`src/rtl/mipi_csi2_pkt_ctrl.sv`:
```
// rtl/mipi_csi2_pkt_ctrl.sv - CSI-2 HS burst packet sequencer
//
// Parses sync byte, 4-byte packet header, payload and 2-byte CRC from the
// deserialized D-PHY byte stream and drives frame/line valid and payload bytes.
// Optional header ECC check: define MIPI_CSI2_ECC_CHECK_EN.
//
// Ports:
//   clk        byte clock
//   reset      synchronous, active-high
//   in_we      byte valid for the whole HS burst
//   in_data    deserialized byte
//   out_fv     frame valid
//   out_lv     line valid while accepted payload bytes flow
//   out_valid  out_data qualifier
//   out_data   payload byte (one clock after input)
//   out_dt     data type of the current/last long packet
//   line_cnt   long packets accepted since last frame start
//   err_sync   pulse: burst did not start with SYNC_BYTE
//   err_trunc  pulse: in_we fell before the packet completed
//   err_ecc    pulse: header ECC mismatch (tied 0 without the ECC feature)

module mipi_csi2_pkt_ctrl #(
   parameter logic [7:0] SYNC_BYTE = 8'hB8,
   parameter logic [1:0] VC        = 2'd0,
   parameter int         WC_W      = 16
) (
   input  logic            clk,
   input  logic            reset,
   input  logic            in_we,
   input  logic [7:0]      in_data,
   output logic            out_fv,
   output logic            out_lv,
   output logic            out_valid,
   output logic [7:0]      out_data,
   output logic [5:0]      out_dt,
   output logic [WC_W-1:0] line_cnt,
   output logic            err_sync,
   output logic            err_trunc,
   output logic            err_ecc
);

   typedef enum logic [2:0] {
      S_IDLE,
      S_HDR,
      S_PAY,
      S_CRC,
      S_WAIT
   } state_t;

   state_t state, state_nxt;

   logic [1:0]  hdr_idx;
   logic [7:0]  di_q;
   logic [7:0]  wcl_q;
   logic [7:0]  wch_q;
   logic [15:0] byte_cnt;
   logic        crc_idx;

   // Header decode, meaningful only while the ECC byte is on in_data
   logic        hdr_last;
   logic        vc_ok;
   logic        is_long;
   logic [5:0]  dt;
   logic [15:0] wc;
   logic        ecc_bad;

   assign hdr_last = (state == S_HDR) && in_we && (hdr_idx == 2'd3);
   assign vc_ok    = (di_q[7:6] == VC);
   assign dt       = di_q[5:0];
   assign is_long  = (dt[5:4] != 2'b00);
   assign wc       = {wch_q, wcl_q};

`ifdef MIPI_CSI2_ECC_CHECK_EN
   function automatic logic [5:0] csi2_ecc(input logic [23:0] d);
      logic [5:0] p;
      p[0] = d[0]^d[1]^d[2]^d[4]^d[5]^d[7]^d[10]^d[11]^d[13]^d[16]^d[20]^d[21]^d[22]^d[23];
      p[1] = d[0]^d[1]^d[3]^d[4]^d[6]^d[8]^d[10]^d[12]^d[14]^d[17]^d[20]^d[21]^d[22]^d[23];
      p[2] = d[0]^d[2]^d[3]^d[5]^d[6]^d[9]^d[11]^d[12]^d[15]^d[18]^d[20]^d[21]^d[22];
      p[3] = d[1]^d[2]^d[3]^d[7]^d[8]^d[9]^d[13]^d[14]^d[15]^d[19]^d[20]^d[21]^d[23];
      p[4] = d[4]^d[5]^d[6]^d[7]^d[8]^d[9]^d[16]^d[17]^d[18]^d[19]^d[20]^d[22]^d[23];
      p[5] = d[10]^d[11]^d[12]^d[13]^d[14]^d[15]^d[16]^d[17]^d[18]^d[19]^d[21]^d[22]^d[23];
      return p;
   endfunction

   assign ecc_bad = (csi2_ecc({wch_q, wcl_q, di_q}) != in_data[5:0]);
`else
   assign ecc_bad = 1'b0;
`endif

   // State register
   always_ff @(posedge clk) begin
      if (reset) state <= S_IDLE;
      else       state <= state_nxt;
   end

   // Next-state logic
   always_comb begin
      state_nxt = state;
      case (state)
         S_IDLE: if (in_we) state_nxt = (in_data == SYNC_BYTE) ? S_HDR : S_WAIT;
         S_HDR: begin
            if (!in_we) begin
               state_nxt = S_IDLE;
            end else if (hdr_idx == 2'd3) begin
               if (ecc_bad || !vc_ok || !is_long) state_nxt = S_WAIT;
               else if (wc == 16'd0)              state_nxt = S_CRC;
               else                               state_nxt = S_PAY;
            end
         end
         S_PAY: begin
            if (!in_we)                  state_nxt = S_IDLE;
            else if (byte_cnt == 16'd1)  state_nxt = S_CRC;
         end
         S_CRC: begin
            if (!in_we)       state_nxt = S_IDLE;
            else if (crc_idx) state_nxt = S_WAIT;
         end
         S_WAIT: if (!in_we) state_nxt = S_IDLE;
         default: state_nxt = S_IDLE;
      endcase
   end

   // Output logic: next values of the registered outputs
   logic            fv_nxt, lv_nxt, valid_nxt;
   logic [7:0]      data_nxt;
   logic [5:0]      dt_nxt;
   logic [WC_W-1:0] line_nxt;
   logic            sync_nxt, trunc_nxt, ecc_nxt;

   always_comb begin
      fv_nxt    = out_fv;
      lv_nxt    = 1'b0;
      valid_nxt = 1'b0;
      data_nxt  = out_data;
      dt_nxt    = out_dt;
      line_nxt  = line_cnt;
      sync_nxt  = 1'b0;
      trunc_nxt = 1'b0;
      ecc_nxt   = 1'b0;
      case (state)
         S_IDLE: sync_nxt = in_we && (in_data != SYNC_BYTE);
         S_HDR: begin
            if (!in_we) begin
               trunc_nxt = 1'b1;
            end else if (hdr_last) begin
               if (ecc_bad) begin
                  ecc_nxt = 1'b1;
               end else if (vc_ok) begin
                  if (is_long) begin
                     dt_nxt = dt;
                  end else if (dt == 6'h00) begin
                     // Frame start also restarts a frame already in progress
                     fv_nxt   = 1'b1;
                     line_nxt = '0;
                  end else if (dt == 6'h01) begin
                     fv_nxt = 1'b0;
                  end
               end
            end
         end
         S_PAY: begin
            if (in_we) begin
               lv_nxt    = 1'b1;
               valid_nxt = 1'b1;
               data_nxt  = in_data;
            end else begin
               trunc_nxt = 1'b1;
            end
         end
         S_CRC: begin
            if (!in_we)       trunc_nxt = 1'b1;
            else if (crc_idx) line_nxt  = line_cnt + WC_W'(1);
         end
         default: ;
      endcase
   end

   // Output registers
   always_ff @(posedge clk) begin
      if (reset) begin
         out_fv    <= 1'b0;
         out_lv    <= 1'b0;
         out_valid <= 1'b0;
         out_data  <= 8'h00;
         out_dt    <= 6'h00;
         line_cnt  <= '0;
         err_sync  <= 1'b0;
         err_trunc <= 1'b0;
         err_ecc   <= 1'b0;
      end else begin
         out_fv    <= fv_nxt;
         out_lv    <= lv_nxt;
         out_valid <= valid_nxt;
         out_data  <= data_nxt;
         out_dt    <= dt_nxt;
         line_cnt  <= line_nxt;
         err_sync  <= sync_nxt;
         err_trunc <= trunc_nxt;
         err_ecc   <= ecc_nxt;
      end
   end

   // Header capture and byte counters
   always_ff @(posedge clk) begin
      if (reset) begin
         hdr_idx  <= 2'd0;
         di_q     <= 8'h00;
         wcl_q    <= 8'h00;
         wch_q    <= 8'h00;
         byte_cnt <= 16'd0;
         crc_idx  <= 1'b0;
      end else begin
         if (state != S_HDR)  hdr_idx <= 2'd0;
         else if (in_we)      hdr_idx <= hdr_idx + 2'd1;

         if ((state == S_HDR) && in_we) begin
            case (hdr_idx)
               2'd0:    di_q  <= in_data;
               2'd1:    wcl_q <= in_data;
               2'd2:    wch_q <= in_data;
               default: ;
            endcase
         end

         if (hdr_last)                        byte_cnt <= wc;
         else if ((state == S_PAY) && in_we)  byte_cnt <= byte_cnt - 16'd1;

         if (state != S_CRC)  crc_idx <= 1'b0;
         else if (in_we)      crc_idx <= 1'b1;
      end
   end

endmodule
```
`config.mk`:
```
export PLATFORM = sky130hd
export DESIGN_NAME = mipi_csi2_pkt_ctrl
export DESIGN_NICKNAME = d
export VERILOG_FILES = /design/src/rtl/mipi_csi2_pkt_ctrl.sv
export SDC_FILE = /design/constraint.sdc
export NUM_CORES = 1
export LEC_CHECK = 0
export BUFFER_PORTS_ARGS = -buffer_cell sky130_fd_sc_hd__buf_2
export CAP_MARGIN = 40
export CORE_MARGIN = 2
export CORE_UTILIZATION = 35
export DETAILED_ROUTE_END_ITERATION = 16
export PLACE_DENSITY = 0.54
export SLEW_MARGIN = 10
export SYNTH_ARGS = -nofsm -noshare
export SYNTH_HDL_FRONTEND = slang
export SYNTH_SLANG_ARGS = --single-unit
```
`constraint.sdc`:
```
create_clock -name clk -period 2.2 [get_ports clk]
set_input_delay 0.55 -clock clk [delete_from_list [all_inputs] [get_ports clk]]
set_output_delay 0.55 -clock clk [all_outputs]
set_load 0.02 [all_outputs]
```
* Word level (Yosys, flattened, before mapping) *
Index checks and enable logic that the tools add are counted.
W data, S select, Z words.

word-level totals
  ROM bits = 0
  register bits = 80
  bits in latches = 0
  RAM bits = 0
  memories = 0
  input bits = 11

operators by class
  multiplexer cells = 26
  bitwise logic cells = 4
  reduce and logical (&&, ||, !) cells = 30
  equal/unequal tests = 25
  magnitude comparators = 0
  shift-type cells = 0
  $mul = 0
  div/mod/pow operators = 0
  $add $sub $neg = 3

operators by type and width
  kind                     number
  $mux W16                 9
  $pmux W16 S2             1
  $mux W3                  10
  $add A16 B1 Y16 const B  1
  $eq A16 B1 Y1 const B    1
  $logic_not A16 Y1        1
  $ne A2 B2 Y1 const B     8
  $sub A16 B1 Y16 const B  1
  $pmux W3 S5              1
  $reduce_and A5 Y1        2
  $reduce_or A2 Y1         5
  $eq A8 B8 Y1 const B     1
  $ne A8 B8 Y1 const B     1
  $reduce_and A2 Y1        4
  $reduce_and A8 Y1        1
  $reduce_bool A2 Y1       4
  $eq A3 B2 Y1 const B     2
  $eq A6 B1 Y1 const B     1
  $logic_not A6 Y1         1
  $ne A3 B2 Y1 const B     2
  $ne A3 B3 Y1 const B     2
  $reduce_and A6 Y1        1
  $mux W1                  5
  $eq A2 B2 Y1 const B     2
  other kinds (13)         21

* Longest topological paths before layout *
Gate-level depths: netlist (run 1).

  word-level depth = 7
  mapped depth = 7

* Worst setup path after synthesis (run 1) *
OpenSTA, ideal clock, no wires.

  path kind = input to register
  from = input in_we
  to = register byte_cnt[15]
  data arrival time = 1,817 ps
  path buffers = 1
  cell stages on the path = 6
  slack = 251 ps
  path through = nor4bb_1 > clkbuf_1 > nand4_4 > or3_1 > o211ai_1 > a21oi_1

on the way
  cells in the longest elaborated chain, start to end = 3
  elaborated cells on any way between the ends = 5
  classes of those cells = mux: 1; reduce/logical: 4

RTL lines
  what                                                   RTL line  RTL
  start: declaration                                     29        input logic in_we,
  $logic_and A1 B1 Y1 (2 in series)                      67        assign hdr_last = (state == S_HDR) && in_we && (hdr_idx == 2'd3);
  $mux W16 / $reduce_bool A2 Y1 (equally long branches)  -
  end signal: assignment                                 225       if (hdr_last) byte_cnt <= wc;
  end signal: assignment                                 226       else if ((state == S_PAY) && in_we) byte_cnt <= byte_cnt - 16'd1;
  end: declaration                                       56        logic [15:0] byte_cnt;

Parallel ways exist; a longest one is shown, timed or not.
A chain may end at the register's enable or synchronous reset.

* Final worst setup path (run 1) *
  from = register byte_cnt[5]
  to = register byte_cnt[15]

on the way
  cells in the longest elaborated chain, start to end = 3

RTL lines
  what             RTL line
  $sub A16 B1 Y16  226
  $mux W16         226
  $mux W16         225

Every way passes these cells. The select of a mux whose other input is x is not followed.

==> results of run 1 <==
layout make-up:
cell class,instances,area [µm²],area share [%]
clock buffers,13,139,3.29
clock inverters,3,42.5,1.01
flip-flops and latches,80,1600,37.9
inverters,7,26.3,0.622
repair buffers,60,363,8.59
multi-input cells,328,1880,44.5
well taps,136,170,4.03
synthesized netlist by cell type, types with 3 or more instances:
cell type  count
nor2_1        45
dfxtp_1       80
o311ai_0       3
nand2b_1       3
nand2_1       60
a211oi_1       3
and3_1         5
nor4b_1        5
o211ai_1       6
nand3_1       36
ha_1           7
and4_1         3
inv_1          7
mux2i_1        5
nor2b_1        3
a21oi_1       53
a22oi_1        3
clkbuf_1      23
or3_1          3
nor3_1        12
xnor2_1       15
nand4_1        5
nor4_1        19
logic make-up after synthesis:
group / synth area share (%)
mux: 1.39
fa+ha+maj: 2.43
compound gates: 14.6
simple gates: 29.2
flops: 44.4
other cells: 0.104
buf+inv: 3.78
xor+xnor: 4.13
layer usage:
metal | part of all wire (%) | track usage (%)
met1 | 51 | 23.6
met2 | 44 | 26.0
met3 | 3.5 | 3.65
met4 | 1.6 | 6.20
met5 | 0 | 0
worst register-to-register path, delay by kind of cell (launching register included):
family,cells,cell delay (ns)
DFF,1,0.36
and+or+nand+nor,3,1.28
AOI/OAI and AO/OA,2,0.27
per-stage QoR:
stage	std cells	setup slack (ns)	util [%]	hold WS, ns	cell area [µm²]
3_5_place_dp	611	0.0948	39.7	0.445	4040
4_1_cts	627	0.180	41.5	0.457	4220
3_3_place_gp	611	0.133	39.7	0.441	4040
5_1_grt	627	0.0237	41.5	0.482	4220
6_report	627	0.168	41.5	0.454	4220
2_1_floorplan	442	0.251	-	0.439	3610
state kept, by name, indices dropped and copies added (netlist names):
name and count:
out_dt 6, line_cnt 16, wcl_q 8, hdr_idx 2, crc_idx 1, wch_q 8, out_fv 1, di_q 8
err_trunc 1, out_valid 1, byte_cnt 16, state 3, out_data 8, err_sync 1
layout by cell type, fill, tap and decap left out, types with 3 or more instances in the layout:
| cell type | instances |
|---|---|
| nand3_1 | 36 |
| and3_1 | 5 |
| buf_4 | 13 |
| a22oi_1 | 3 |
| o211ai_1 | 6 |
| inv_1 | 7 |
| ha_1 | 7 |
| o311ai_0 | 3 |
| nor2_1 | 45 |
| nor3_1 | 11 |
| or3_1 | 3 |
| nand4_1 | 5 |
| mux2i_1 | 5 |
| and4_1 | 3 |
| nor4b_1 | 5 |
| a21oi_1 | 53 |
| xnor2_1 | 15 |
| nor4_1 | 19 |
| nand2b_1 | 3 |
| dfxtp_1 | 80 |
| clkbuf_1 | 4 |
| buf_2 | 45 |
| nor2b_1 | 3 |
| a211oi_1 | 3 |
| nand2_1 | 60 |
| clkbuf_8 | 9 |
power groups by stage:
stage / clock [mW] / sequential [mW] / combinational [mW]
floorplan: 0 / 1.55 / 0.195
global placement: 0 / 1.55 / 0.304
detailed placement: 0 / 1.55 / 0.304
CTS: 1.08 / 1.52 / 0.305
global route: 1.15 / 1.53 / 0.340
finish: 1.05 / 1.52 / 0.305
worst max path at each step:
stage / start / end / slack [ns] / depth (start not counted)
4_1_cts: byte_cnt[5] / byte_cnt[15] / 0.18 / 5
6_report: byte_cnt[5] / byte_cnt[15] / 0.17 / 5
2_1_floorplan: in_we / byte_cnt[15] / 0.25 / 6
5_1_grt: state[0] / line_cnt[2] / 0.02 / 5
3_3_place_gp: in_we / byte_cnt[15] / 0.13 / 7
3_5_place_dp: in_we / byte_cnt[15] / 0.09 / 7
==> flow_summary.ini, run 1 <==
[clocking]
holdBufCountCts = 0
clk_pin_slew_worst_paths_ns = 0.08
clock-sinks = 80
cts-root-buf = clkbuf_8
clock_latency_ns = 0.35
clock_path_buffers = 2
htreeDepth = 3
post-cts-setup-buffer-count = 0
cts_resized = 0
cts-buffers-inserted = 9
cts_tree = done

[logic_synthesis]
synth_top_area_cell = dfxtp_1
synth_cells = 442
syn-mean-instance-area_um2 = 8.16
syn-num-nets = 460
ys_ff_latch = 80
synth_cell_types = 51
yosys_warnings = 0
synthArstFlopShare_pct = 0
synthTopCellsByArea = dfxtp_1 (44%), a21oi_1 (7.4%), nand2_1 (6.2%)
synth_edf_count = 0
netlist_area_mm2 = 0.00361
synth_top_area_share_pct = 44.4
synth_ff_type = dfxtp_1
ys_seq_area_share_pct = 44.4

[power_and_ir_drop]
power_switching_uw = 747
ir_drop_mv = 0.357
design_power_total_mw = 2.87
internal_power_mw = 2.12
p_comb_share_pct = 10.6
switching_share_pct = 26.0
total_leakage_power_nw = 1.52
seqPwrFrac_pct = 53.0
power.density_mw_per_mm2 = 680
pwr-share-clk_pct = 36.4

[detailed_routing]
first_iter_violations = 176
ant_nets = 0
vias = 3291
avgViaCountPerCell = 5.25
first_pass_iters = 4
drc = 0
wl_um = 8930
wire_per_inst_um = 14.2

[timing]
skew_ns = 0.00876
timing.final.crit_share_pct = 92.4
setup-violations-final = 0
slew_headroom_pct = 65.9
tns_ns = 0
max_freq_ghz = 0.492
hold_viol = 0
worstMarginPinSlew_ns = 0.511
rsz0062_at_grt = no
timing.final.crit_period_ns = 2.03
drv_slew = 0

[worst_setup_path]
path_class = reg -> reg
arrival_ns = 2.26
cp_max_fo = 6
r2r_slack_ns = 0.17
crit_buf_inv = 0
cp_top_family = simple AND/OR/NAND/NOR gates
cp_common_cell = or3_1
end_kind = flop
ff2ff_path_depth = 5
r2r_end = byte_cnt[15]
r2r_start = byte_cnt[5]
cp_slowest_cell = or3_1
start_kind = flop
crit_chain = or3_1, or4_4, or3_1, o211ai_1, a21oi_1
critical_path_required_ns = 2.43
slowest_delay_ns = 0.48

[floorplan]
fp-row-count = 37
die_w_um = 106
ios = 47
coreArea_mm2 = 0.0102
die_area_mm2 = 0.0111
dieHeight_um = 106
initial_utilization_pct = 35.4

[hold_path]
min_from = out_dt[3]
hold_path_depth = 2
min_to = out_dt[3]
hp-class = reg -> reg

[final_layout]
nets = 504
syn2layout_area_growth_pct = 17.1
fill_cells = 1076
drive_above_1_share_pct = 16.1
n_antenna_cell = 0

[grt]
grt_pass1_vias = 3098
gr-total-overflow = 0
grt_max_degree = 50
antenna_found_initial = 0
grt_pass1_wl_um = 15200
grtUsageTotal_pct = 17.0

[placement]
post-dp-hpwl_um = 6340
io_buffer_count = 45
routabilityCongestion = 0.828

[job]
cap_violations = 0

[outcome]
outcome = complete, no violations
Note: power is estimated with default switching activity, not from simulation.
==> run 2, diff against run 1 <==
--- a/config.mk
+++ b/config.mk
@@ -10,7 +10,8 @@
 export CORE_MARGIN = 2
 export CORE_UTILIZATION = 35
 export DETAILED_ROUTE_END_ITERATION = 16
-export PLACE_DENSITY = 0.54
+export PLACE_DENSITY = 0.59
+export SKIP_LAST_GASP = 1
 export SLEW_MARGIN = 10
 export SYNTH_ARGS = -nofsm -noshare
 export SYNTH_HDL_FRONTEND = slang
==> flow_summary.ini, run 2 (same netlist as run 1, synthesis figures left out) <==
[floorplan]
dieHeight_um = 106
die_area_mm2 = 0.0111
ios = 47
die_w_um = 106
fp-row-count = 37
coreArea_mm2 = 0.0102
initial_utilization_pct = 35.4

[final_layout]
finalInstanceArea_mm2 = 0.00422
nets = 504
final_cell_mix = dfxtp_1 (80), nand2_1 (60), a21oi_1 (53)
n_antenna_cell = 0
drive_above_1_share_pct = 16.5
fill_cells = 1057
reg.largest.list = byte_cnt: 16 flops, line_cnt: 16 flops
syn2layout_area_growth_pct = 16.9
final_common_cell = dfxtp_1
utilization_pct = 41.4

[placement]
routabilityCongestion = 0.803
post-dp-hpwl_um = 6420
io_buffer_count = 45
pre_cts_slack_ns = 0.0988
postPlaceCellArea_mm2 = 0.00404

[worst_setup_path]
cp-startpoint = byte_cnt[5]
critical_path_required_ns = 2.42
r2r_slack_ns = 0.16
r2r_end = byte_cnt[15]
path_class = reg -> reg
r2r_start = byte_cnt[5]
arrival_ns = 2.26
end_kind = flop
start_kind = flop
cp_max_fo = 6
ff2ff_path_depth = 5

[hold_path]
hold_path_depth = 2
min_to = out_dt[2]
min_from = out_dt[2]
hp-class = reg -> reg

[power_and_ir_drop]
ir_drop_mv = 0.341
power.density_mw_per_mm2 = 665
total_leakage_power_nw = 1.51

[timing]
fin_ws_ns = 0.164
worstMarginPinSlew_ns = 0.547
timing.final.crit_share_pct = 92.6
max_freq_ghz = 0.491
timing.final.crit_period_ns = 2.04
drv_slew = 0
setup-violations-final = 0
slew_headroom_pct = 63.5
whs_ns = 0.456
tns_ns = 0
hold_viol = 0
rsz0062_at_grt = no
skew_ns = 0.0153

[job]
cap_violations = 0

[clocking]
clock_latency_ns = 0.35
clock_path_buffers = 2
cts-root-buf = clkbuf_8
clk_pin_slew_worst_paths_ns = 0.08
cts_resized = 0
cts_tree = done
clock-sinks = 80
post-cts-setup-buffer-count = 0
cts-buffers-inserted = 9
htreeDepth = 3
holdBufCountCts = 0

[grt]
grtUsageTotal_pct = 17.2
grt_max_degree = 35
grt_pass1_wl_um = 15600
grt_pass1_vias = 3135
gr-total-overflow = 0
antenna_found_initial = 0

[detailed_routing]
wl_um = 9050
vias = 3304
ant_nets = 0
drc = 0
wire_per_inst_um = 14.4
first_pass_iters = 4
avgViaCountPerCell = 5.27
first_iter_violations = 197

[outcome]
outcome = complete, no violations
run 2: routing by layer:
metal | up-vias | wire (µm) | GRT usage (%)
met4 | 0 | 110 | 5.45
met2 | 75 | 4020 | 26.3
met3 | 10 | 411 | 3.34
li1 | 1671 | - | -
met5 | - | 0 | 0
met1 | 1548 | 4500 | 24.3
run 2: critical path, cell delays in order, from the launching register on:
cell      delay, ns
dfxtp_1        0.36
or3_1          0.48
or4_4          0.47
or3_1          0.34
o211ai_1       0.17
a21oi_1        0.09
run 2: power breakdown:
group          leakage, nW  internal [mW]  switching (mW)  total, mW
sequential           0.645           1.48          0.0341       1.51
combinational        0.784          0.114           0.192      0.307
clock               0.0830          0.444           0.542      0.986
run 2: through the flow:
step           cells  power, mW
6_report         627       2.80
5_1_grt          627       2.94
4_1_cts          627       2.83
3_5_place_dp     611       1.85
3_3_place_gp     611       1.85
2_1_floorplan    442       1.74
run 2: cell type report:
type	count	area [µm²]	area share, %
multi-input combinational	328	1880	44.6
sequential	80	1600	38.0
timing repair buffer	60	363	8.61
tap	136	170	4.04
clock buffer	12	145	3.44
clock inverter	4	28.8	0.682
inverter	7	26.3	0.623
run 2: worst max path at each step:
stage                        end  slack, ns  depth (start not counted)
floorplan           byte_cnt[15]       0.25                          6
global placement       out_dt[4]       0.16                          7
detailed placement   byte_cnt[9]        0.1                          7
CTS                 byte_cnt[15]       0.17                          5
global route        byte_cnt[15]       0.05                          5
finish              byte_cnt[15]       0.16                          5
==> run 3, diff against run 2 <==
--- a/config.mk
+++ b/config.mk
@@ -5,12 +5,13 @@
 export SDC_FILE = /design/constraint.sdc
 export NUM_CORES = 1
 export LEC_CHECK = 0
+export ABC_AREA = 1
 export BUFFER_PORTS_ARGS = -buffer_cell sky130_fd_sc_hd__buf_2
 export CAP_MARGIN = 40
 export CORE_MARGIN = 2
 export CORE_UTILIZATION = 35
 export DETAILED_ROUTE_END_ITERATION = 16
-export PLACE_DENSITY = 0.59
+export PLACE_DENSITY = 0.58
 export SKIP_LAST_GASP = 1
 export SLEW_MARGIN = 10
 export SYNTH_ARGS = -nofsm -noshare
==> flow_summary.ini, run 3 <==
[timing]
hold_viol = 0
slew_headroom_pct = 64.5
setup-violations-final = 0
tns_ns = 0
timing.final.crit_share_pct = 83.6
max_freq_ghz = 0.544
timing.final.crit_period_ns = 1.84
fin_ws_ns = 0.361
worstMarginPinSlew_ns = 0.532
drv_slew = 0
skew_ns = 0.00633
rsz0062_at_grt = no

[logic_synthesis]
synthArstFlopShare_pct = 0
synth_top_area_cell = dfxtp_1
ys_seq_area_share_pct = 38.0
ys_ff_latch = 80
synth_edf_count = 0
synth_top_area_share_pct = 38.0
yosys_warnings = 0
syn-mean-instance-area_um2 = 6.73
synth_common_cells = nand2_1 (124), nor2_1 (101), dfxtp_1 (80), inv_1 (75), a21oi_1 (52)
synth.most_common_cell = nand2_1
synth_cell_types = 34
syn-num-nets = 644
netlist_area_mm2 = 0.00421
synth_ff_type = dfxtp_1
synth_cells = 626
synthTopCellsByArea = dfxtp_1 (38%), nand2_1 (11%), nor2_1 (9.0%)

[floorplan]
coreArea_mm2 = 0.0119
initial_utilization_pct = 35.5
die_w_um = 114
ios = 47
fp-row-count = 40
dieHeight_um = 114
die_area_mm2 = 0.0129

[final_layout]
reg.largest.list = byte_cnt: 16 flops, line_cnt: 16 flops
n_antenna_cell = 0
nets = 683
final_cell_mix = nand2_1 (124), nor2_1 (101), dfxtp_1 (80)
syn2layout_area_growth_pct = 14.5
drive_above_1_share_pct = 15.2
final_common_cell = nand2_1

[worst_setup_path]
cp_slowest_cell = dfxtp_1
end_kind = flop
start_kind = flop
cp_common_cell = nand2_1
cp_top_family = simple AND/OR/NAND/NOR gates
crit_buf_inv = 1
path_class = reg -> reg
crit_chain = nand2_1, nor2_4, nand2_1, nand2_1, nor2_2, nand2_4, clkinv_2, nand2_1, a21oi_1
slowest_delay_ns = 0.49
critical_path_required_ns = 2.40
cp_max_fo = 17
arrival_ns = 2.04

[detailed_routing]
avgViaCountPerCell = 4.79
vias = 3908
ant_nets = 0
first_iter_violations = 236
wl_um = 10400
first_pass_iters = 4
drc = 0
wire_per_inst_um = 12.7

[clocking]
clk_pin_slew_worst_paths_ns = 0.06
clock_path_buffers = 2
clock-sinks = 80
clock_latency_ns = 0.34
cts-buffers-inserted = 9
post-cts-setup-buffer-count = 0
htreeDepth = 3
cts-root-buf = clkbuf_16
cts_tree = done
holdBufCountCts = 0
cts_resized = 0

[outcome]
outcome = complete, no violations

[job]
cap_violations = 0

[placement]
io_buffer_count = 45
pre_cts_slack_ns = 0.241
post-dp-hpwl_um = 7490
routabilityCongestion = 0.881

[grt]
grt_max_degree = 42
grt_pass1_wl_um = 17300
gr-total-overflow = 0
grt_pass1_vias = 3624
antenna_found_initial = 0
grtUsageTotal_pct = 16.8

[power_and_ir_drop]
total_leakage_power_nw = 2.01
ir_drop_mv = 0.431
power.density_mw_per_mm2 = 971

[hold_path]
hp-class = reg -> reg
-- run 3: worst paths after layout --
kind / startpoint / endpoint / slack (ns) / cells past startpoint
max: state[0] / line_cnt[13] / 0.36 / 9
max reg2reg: state[0] / line_cnt[13] / 0.36 / 9
min reg2reg: di_q[6] / di_q[6] / 0.46 / 2
min: di_q[6] / di_q[6] / 0.46 / 2
-- run 3: metal layers --
metal | part of all wire (%) | track usage, %
met5 | 0 | 0
met4 | 1.9 | 6.67
met3 | 3.3 | 3.24
met2 | 46 | 26.4
met1 | 49 | 22.8
-- run 3: power breakdown --
group,switching [mW],internal [mW]
registers,0.128,1.60
clock network,0.581,0.902
logic,0.977,0.499
-- run 3: final cells by class --
cell class / count / area, µm²
clock inverter: 3 / 42.5
clock buffer: 12 / 246
tap: 147 / 184
fill: 1243 / 7030
multi-input combinational: 443 / 2160
inverter: 79 / 298
sequential: 80 / 1600
timing repair buffer: 52 / 290
-- run 3: cells by family (layout without fill, tap and decap cells) --
group / after synthesis / in the layout / synth area share, %
AND/OR/NAND/NOR: 304 / 304 / 31.4
other: 1 / 1 / 0.0890
adder cells (fa/ha/maj): 7 / 7 / 2.08
AO/OA/AOI/OAI: 120 / 120 / 15.6
XOR/XNOR: 11 / 11 / 2.29
flip-flops: 80 / 80 / 38.0
buffers and inverters: 103 / 146 / 10.6
-- run 3: metrics by stage --
step | instances | hold WS [ns] | total power, mW | utilization (%) | cell area, µm²
5_1_grt | 816 | 0.488 | 5.03 | 40.7 | 4830
4_1_cts | 816 | 0.461 | 4.72 | 40.7 | 4830
3_5_place_dp | 801 | 0.452 | 3.23 | 38.3 | 4540
2_1_floorplan | 626 | 0.429 | 2.89 | - | 4210
3_3_place_gp | 801 | 0.441 | 3.21 | 38.3 | 4540
6_report | 816 | 0.462 | 4.69 | 40.7 | 4830
-- run 3: worst register-to-register path, stage by stage, from the launching register on --
cell and delay [ns]:
dfxtp_1 0.49, nand2_1 0.15, nor2_4 0.17, nand2_1 0.07
nand2_1 0.07, nor2_2 0.07, nand2_4 0.17, clkinv_2 0.28
nand2_1 0.16, a21oi_1 0.07
